--- src/rtl/ibex_noc_msg_tracer.sv ---
`default_nettype none
// ============================================================================
// ibex_noc_msg_tracer: timestamped multi-channel NoC event capture, merged
// round-robin into one circular trace FIFO.                       Rev 1.0
// ============================================================================
module ibex_noc_msg_tracer #(
    parameter int unsigned NumCh     = 2,
    parameter int unsigned Depth     = 16,
    parameter int unsigned TsWidth   = 32,
    parameter int unsigned DropWidth = 16
) (
    input  logic                                         clk_i,
    input  logic                                         rst_ni,
    input  logic                                         trace_en_i,
    input  logic                                         clear_i,
    input  logic [NumCh-1:0]                             ev_valid_i,
    input  logic [NumCh*2-1:0]                           ev_len_i,
    input  logic [NumCh*16-1:0]                          ev_addr_i,
    input  logic [NumCh*16-1:0]                          ev_core_i,
    input  logic [NumCh*32-1:0]                          ev_data_i,
    output logic                                         out_valid_o,
    input  logic                                         out_ready_i,
    output logic [((NumCh > 1) ? $clog2(NumCh) : 1)-1:0] out_ch_o,
    output logic [TsWidth-1:0]                           out_ts_o,
    output logic [1:0]                                   out_len_o,
    output logic [15:0]                                  out_addr_o,
    output logic [15:0]                                  out_core_o,
    output logic [31:0]                                  out_data_o,
    output logic [$clog2(Depth):0]                       level_o,
    output logic [DropWidth-1:0]                         drop_cnt_o,
    output logic                                         overflow_o
);
    localparam int unsigned ChW   = (NumCh > 1) ? $clog2(NumCh) : 1;
    localparam int unsigned PtrW  = $clog2(Depth);
    localparam int unsigned HoldW = TsWidth + 66;
    localparam int unsigned EntW  = ChW + HoldW;

    logic [TsWidth-1:0]   ts_q;
    logic [NumCh-1:0]     hold_vld_q, hold_vld_d;
    logic [HoldW-1:0]     hold_q [NumCh];
    logic [ChW-1:0]       rr_q, gnt_idx;
    logic                 gnt_vld;
    int unsigned          arb_idx;
    logic [EntW-1:0]      mem_q [Depth];
    logic [PtrW-1:0]      wr_ptr_q, rd_ptr_q;
    logic [PtrW:0]        level_q, level_d;
    logic [DropWidth-1:0] drop_cnt_q, drop_cnt_d;
    logic [DropWidth:0]   drop_sum;
    logic                 overflow_q;
    logic                 pop, can_push;
    logic [NumCh-1:0]     load, drop;

    assign out_valid_o = (level_q != '0);
    assign pop         = out_valid_o & out_ready_i;
    // A full FIFO still accepts a push when the head leaves in the same cycle.
    assign can_push    = (level_q != (PtrW+1)'(Depth)) | pop;
    assign level_d     = level_q + (PtrW+1)'(gnt_vld) - (PtrW+1)'(pop);

    always_comb begin
        gnt_vld = 1'b0;
        gnt_idx = '0;
        arb_idx = 0;
        for (int unsigned k = 0; k < NumCh; k++) begin
            arb_idx = (32'(rr_q) + k) % NumCh;
            if (can_push && !gnt_vld && hold_vld_q[ChW'(arb_idx)]) begin
                gnt_vld = 1'b1;
                gnt_idx = ChW'(arb_idx);
            end
        end
    end

    // A hold register freed by this cycle's grant can take a new event without loss.
    always_comb begin
        load       = '0;
        drop       = '0;
        hold_vld_d = hold_vld_q;
        for (int unsigned c = 0; c < NumCh; c++) begin
            if (gnt_vld && (gnt_idx == ChW'(c))) hold_vld_d[c] = 1'b0;
            if (ev_valid_i[c] && trace_en_i) begin
                if (hold_vld_d[c]) begin
                    drop[c] = 1'b1;
                end else begin
                    load[c]       = 1'b1;
                    hold_vld_d[c] = 1'b1;
                end
            end
        end
    end

    always_comb begin
        drop_sum = {1'b0, drop_cnt_q};
        for (int unsigned c = 0; c < NumCh; c++) begin
            drop_sum = drop_sum + (DropWidth+1)'(drop[c]);
            if (drop_sum[DropWidth]) drop_sum = {1'b0, {DropWidth{1'b1}}};
        end
        drop_cnt_d = drop_sum[DropWidth-1:0];
    end

    always_ff @(posedge clk_i or negedge rst_ni) begin
        if (!rst_ni) begin
            ts_q       <= '0;
            hold_vld_q <= '0;
            rr_q       <= '0;
            wr_ptr_q   <= '0;
            rd_ptr_q   <= '0;
            level_q    <= '0;
            drop_cnt_q <= '0;
            overflow_q <= 1'b0;
        end else if (clear_i) begin
            ts_q       <= '0;
            hold_vld_q <= '0;
            rr_q       <= '0;
            wr_ptr_q   <= '0;
            rd_ptr_q   <= '0;
            level_q    <= '0;
            drop_cnt_q <= '0;
            overflow_q <= 1'b0;
        end else begin
            ts_q       <= ts_q + TsWidth'(1);
            hold_vld_q <= hold_vld_d;
            drop_cnt_q <= drop_cnt_d;
            overflow_q <= overflow_q | (|drop);
            level_q    <= level_d;
            if (gnt_vld) begin
                rr_q     <= (gnt_idx == ChW'(NumCh-1)) ? '0 : gnt_idx + ChW'(1);
                wr_ptr_q <= wr_ptr_q + PtrW'(1);
            end
            if (pop) rd_ptr_q <= rd_ptr_q + PtrW'(1);
        end
    end

    // Payload storage carries no reset; validity lives in hold_vld_q and level_q.
    always_ff @(posedge clk_i) begin
        for (int unsigned c = 0; c < NumCh; c++) begin
            if (load[c] && !clear_i) begin
                hold_q[c] <= {ts_q, ev_len_i[2*c +: 2], ev_addr_i[16*c +: 16],
                              ev_core_i[16*c +: 16], ev_data_i[32*c +: 32]};
            end
        end
        if (gnt_vld && !clear_i) mem_q[wr_ptr_q] <= {gnt_idx, hold_q[gnt_idx]};
    end

    assign {out_ch_o, out_ts_o, out_len_o, out_addr_o, out_core_o, out_data_o} =
        out_valid_o ? mem_q[rd_ptr_q] : '0;
    assign level_o    = level_q;
    assign drop_cnt_o = drop_cnt_q;
    assign overflow_o = overflow_q;

endmodule
`default_nettype wire

--- config.mk ---
export PLATFORM = sky130hd
export DESIGN_NAME = ibex_noc_msg_tracer
export DESIGN_NICKNAME = d
export VERILOG_FILES = /design/src/rtl/ibex_noc_msg_tracer.sv
export SDC_FILE = /design/constraint.sdc
export NUM_CORES = 2
export LEC_CHECK = 0
export ABC_AREA = 1
export BUFFER_PORTS_ARGS = -buffer_cell sky130_fd_sc_hd__buf_4
export CAP_MARGIN = 0
export CORE_AREA = 2 2 366 368
export CTS_BUF_LIST = sky130_fd_sc_hd__clkbuf_8
export DETAILED_ROUTE_END_ITERATION = 8
export DIE_AREA = 0 0 368 370
export PLACE_DENSITY = 0.72
export SYNTH_ARGS = -nofsm -noshare
export SYNTH_HDL_FRONTEND = slang
export SYNTH_SLANG_ARGS = --single-unit
--- constraint.sdc ---
create_clock -name clk_i -period 11.8 [get_ports clk_i]
set_input_delay 0.59 -clock clk_i [delete_from_list [all_inputs] [get_ports clk_i]]
set_output_delay 0.59 -clock clk_i [all_outputs]
set_load 0.01 [all_outputs]
Yosys cells after proc, flatten, opt, wreduce, memory -nomap -nowiden

Memory sizes are Yosys's and may differ from the RTL's.
Index checks and enable logic that the tools add are counted.

Register bits: 65
Latch bits: 0
RAM bits: 1780
Memory bits (read-only): 0
Input port bits: 139
Output and inout port bits: 122
Logic and storage cells: 83
Memories: 2

Memory list:

| name   | words | width | read ports | clocked after Yosys merged registers in | wr ports | RTL line | text |
|---|---|---|---|---|---|---|---|
| mem_q  | 16    | 99    | 1          | 0                                       | 1        | 44       | `logic [EntW-1:0] mem_q [Depth];` |
| hold_q | 2     | 98    | 1          | 0                                       | 2        | 40       | `logic [HoldW-1:0] hold_q [NumCh];` |

$add $sub $neg: 9
Multiply operators: 0
Div/mod/pow operators: 0
Magnitude comparators: 2
Eq/ne operators: 1
Shift-type cells: 0
Multiplexer cells: 41
Bitwise gates (word level): 4
Reductions and logical operators: 16

Operators with widths:

| cell                  | count |
|---|---|
| $mux 99               | 1 |
| $mux 16               | 3 |
| $add 32x1->32 const B | 1 |
| $mux 32               | 1 |
| $mux 1                | 30 |
| $add 16x1->17         | 1 |
| $add 17x1->17         | 1 |
| $mux 4                | 4 |
| $logic_and 1x1->1     | 10 |
| $add 4x1->4 const B   | 2 |
| $add 5x1->5           | 1 |
| $mux 5                | 1 |
| $ne 5x5->1 const B    | 1 |
| $reduce_bool 5->1     | 1 |
| $sub 5x1->5           | 1 |
| $lt 1x2->1 const B    | 2 |
| $reduce_bool 2->1     | 2 |
| $add 1x1->1 const B   | 2 |
| $logic_not 1->1       | 2 |
| $mux 2                | 1 |
| $or 1x1->1            | 2 |
| $reduce_or 2->1       | 1 |
| $and 1x1->1           | 1 |
| $not 1->1             | 1 |

Depth between registers and ports, before layout

Depth after elaboration: 19
Mapped depth: 25
Depth with buffers taken out: 24

Worst setup path before layout

No wires, ideal clock.

Path kind: flip-flop to flip-flop
Start: register level_q[3] (netlist: level_o[3])
End: memory hold_q[0][0] (netlist bit) (enable)
Arrival: 8396 ps
Data required time: 11105 ps
Slack: 2709 ps
Cell stages (with the launch flop): 8
Path buffers: 0
Cell sequence: dfrtp_1 inv_1 ha_1 nand4_1 nand2_1 inv_1 o21ai_0 nor3b_1

RTL lines:

| item                     | RTL line | text |
|---|---|---|
| start: declaration       | 46       | `logic [PtrW:0] level_q, level_d;` |
| start signal: assignment | 123      | `level_q <= level_d;` |
| end: declaration         | 40       |  |

Final worst setup path

Start: register rd_ptr_q[0]
End: output port out_data_o[25]

Longest elaborated chain between the ends: 2

Ends and longest elaborated chain:

| item                     | RTL line | text |
|---|---|---|
| start: declaration       | 45       | `logic [PtrW-1:0] wr_ptr_q, rd_ptr_q;` |
| start signal: assignment | 128      | `if (pop) rd_ptr_q <= rd_ptr_q + PtrW'(1);` |
| $mem_v2 16x99            | --       |  |
| $mux 99                  | 144      | `out_valid_o ? mem_q[rd_ptr_q] : '0;` |
| end: declaration         | 28       | `output logic [31:0] out_data_o,` |

No other way between the ends.

==> impl_metrics.tcl <==
set metrics [dict create \
    relSlewSlack -0.0641 \
    final_cell_mix "1780 x edfxtp_1, 869 x nor2_1, 817 x o21ai_0" \
    cts_buffers 311 \
    status "finished with violations" \
    first_global_vias 45700 \
    post-route-drc-count 0 \
    finalSetupViolCount 0 \
    die_w_um 368 \
    gp_congestion 0.816 \
    port_buffers 260 \
    postSynthAreaPerCell_sq_um 13.6 \
    tightest_slew_ps 1600 \
    firstDrtPassIters 5 \
    final_common_cell "edfxtp_1" \
    htree_num_levels 5 \
    period_share 0.557 \
    die_y_um 370 \
    initial_core_util 0.545 \
    dp_hpwl_um 83600 \
    cts_root_buf "clkbuf_8" \
    powerDensity_nw_per_um2 189 \
    r2r_start "level_o[3]" \
    clock_path_buffers 4 \
    end_kind "output pin" \
    synth_edf_count 1780 \
    syn_inst 5313 \
    synth_area_leaders "edfxtp_1 74%, o21ai_0 5.7%, nor2_1 4.6%" \
    leakage_nw 27.5 \
    slowest_delay_ps 1000 \
    clock_latency_ps 970 \
    core_area_sq_um 132000 \
    overflow 0 \
    hold_viol_final 0 \
    violations "max-slew violations" \
    viasPerCell 6.08 \
    vias 46700 \
    fill_cells 9778 \
    ios 261 \
    ys_seq_area_frac 0.763 \
    row_count 134 \
    drive_gt1_frac 0.126 \
    synth_cell_type_count 45 \
    rsz0062_at_grt "false" \
    yosys_warnings 0 \
    grt_pass1_wl_um 272000 \
    ir_drop_mv 0.177 \
    finish.utilization 0.621 \
    cp-endpoint "out_data_o[25]" \
    path_class "flop to output pin" \
    route.detailed.wl_per_inst_um 23.7 \
    die_area_sq_um 136000 \
    crit_required_ps 11210 \
    fin_ws_ps 5230 \
    syn_to_final_growth_pct 14.0 \
    nets 5870 \
    grtUsageTotal 0.264 \
    worstPathArrival_ps 5980 \
    r2r_end "drop_cnt_o[14]" \
    hp-class "primary input to flop" \
    clk_pin_slew_ps 60 \
    worst-path-stages 8 \
    yosysTopAreaCell "edfxtp_1" \
    drt_iter0_drc 5273 \
    maxCapViolCount 0 \
    min_period_ps 6570 \
    cp_cell_sequence "inv_8, buf_12, buf_4, o21ai_0, o22ai_1, o211ai_1, a21oi_1, buf_4" \
    max_freq_mhz 152 \
    ys_async_sr_fraction 0.0352 \
    grt_start_max_net_pins 255 \
    clock_skew_ps 59.4 \
    crit_path_start_kind "flop" \
    drt-total-wl_um 182000 \
    numClockSinks 1845 \
    cp_top_family "buffers and inverters" \
    syn_area_sq_um 72200 \
    ys_seq_elements 1845 \
    critPathLaunch "rd_ptr_q[0]" \
    syn-num-nets 5469 \
    yosysTopAreaCellShare 0.741 \
    antenna_found_initial 3 \
    cp_max_fo 248 \
    whs_ps 88.4 \
    slew_violations 161 \
    critical_path_buf_inv_count 4 \
    finalSetupTns_ps 0 \
    ant_nets 0 \
    post_cts_buffers 0 \
    rr_worst_depth 23 \
    path_common_cell "buf_4" \
    cp_slowest_cell "buf_4" \
    p_total_mw 15.6 \
    cts_tree "yes" \
    place_ws_ps 6290 \
    reg2reg_slack_ps 7140 \
    ys.flop_type "edfxtp_1" \
]
==> registers in the layout, summed over array words and instances, names as in the netlist, 2 cells and up <==
signal / cells
wr_ptr_q: 4
hold_q: 196
hold_vld_q: 2
level_o: 5
mem_q: 1584
rd_ptr_q: 4
ts_q: 32
drop_cnt_o: 16
==> cells by family (layout without fill, tap and decap cells) <==
| kind of cell | after synthesis | count (layout) | share of synthesized area |
|---|---|---|---|
| AOI/OAI and AO/OA | 1489 | 1489 | 0.125 |
| xor gates and xnor gates | 18 | 18 | 0.00218 |
| adders and majority gates | 17 | 17 | 0.00305 |
| buffers and inverters | 463 | 1068 | 0.0248 |
| DFF | 1845 | 1845 | 0.763 |
| other | 0 | 3 | 0 |
| and+or+nand+nor | 1481 | 1481 | 0.0822 |
==> metrics by stage <==
step / cells / area, sq um
floorplan: 5313 / 72200
global placement: 7035 / 75700
detailed placement: 7035 / 75700
CTS: 7686 / 82300
global route: 7688 / 82300
finish: 7689 / 82300
==> worst min-delay path, delay by kind of cell <==
kind / cells / cell delay, ps
and+or+nand+nor: 1 / 160
AOI/OAI and AO/OA: 1 / 90
buffers and inverters: 1 / 110
==> metal layers <==
metal / GRT usage / share of wire
met1: 0.366 / 0.40
met2: 0.425 / 0.48
met3: 0.0441 / 0.091
met4: 0.0960 / 0.026
met5: 0 / 0
==> how the worst min path moves through the flow <==
stage / startpoint / to / slack, ps / cells past startpoint
6_report: ev_valid_i[0] / hold_vld_q[0] / 90 / 3
5_1_grt: ev_valid_i[0] / hold_vld_q[0] / 50 / 3
4_1_cts: ev_valid_i[0] / hold_vld_q[0] / 0.3 / 3
3_5_place_dp: overflow_o / overflow_o / 490 / 2
3_3_place_gp: ts_q[5] / hold_q[0][71] / 490 / 0
2_1_floorplan: rst_ni / drop_cnt_o[0] / 290 / 0
==> cells in the mapped netlist (9+ instances only) <==
| cell type | count |
|---|---|
| a21oi_1 | 124 |
| a21oi_2 | 9 |
| buf_2 | 28 |
| clkbuf_1 | 331 |
| dfrtp_1 | 65 |
| edfxtp_1 | 1780 |
| ha_1 | 16 |
| inv_1 | 90 |
| nand2_1 | 426 |
| nand3_1 | 103 |
| nand4_1 | 18 |
| nor2_1 | 878 |
| nor2_2 | 9 |
| nor3_1 | 20 |
| o211ai_1 | 131 |
| o21ai_0 | 817 |
| o221ai_1 | 265 |
| o22ai_1 | 132 |
| xor2_1 | 10 |
==> power breakdown <==
part	leakage [nW]	switching (mW)	internal [mW]
Sequential	16.9	0.0777	7.36
Combinational	7.50	2.17	0.983
Clock	3.11	2.41	2.56
Total	27.5	4.65	10.9
==> area by class of cell <==
type,count,area [sq um],area share
inverters,94,384,0.00467
multi-input cells,3005,15400,0.187
clock buffers,325,4470,0.0543
diodes,3,7.51,0.0000912
flip-flops and latches,1845,55100,0.669
well taps,1768,2210,0.0269
repair buffers,457,3890,0.0473
clock inverters,192,811,0.00985
==> repair_timing <==
item                                   4_1_cts  5_1_grt
resized for setup                            0        0
hold buffers                               134        0
endpoints found under the hold margin      198        0
(Power assumes the default switching activity.)
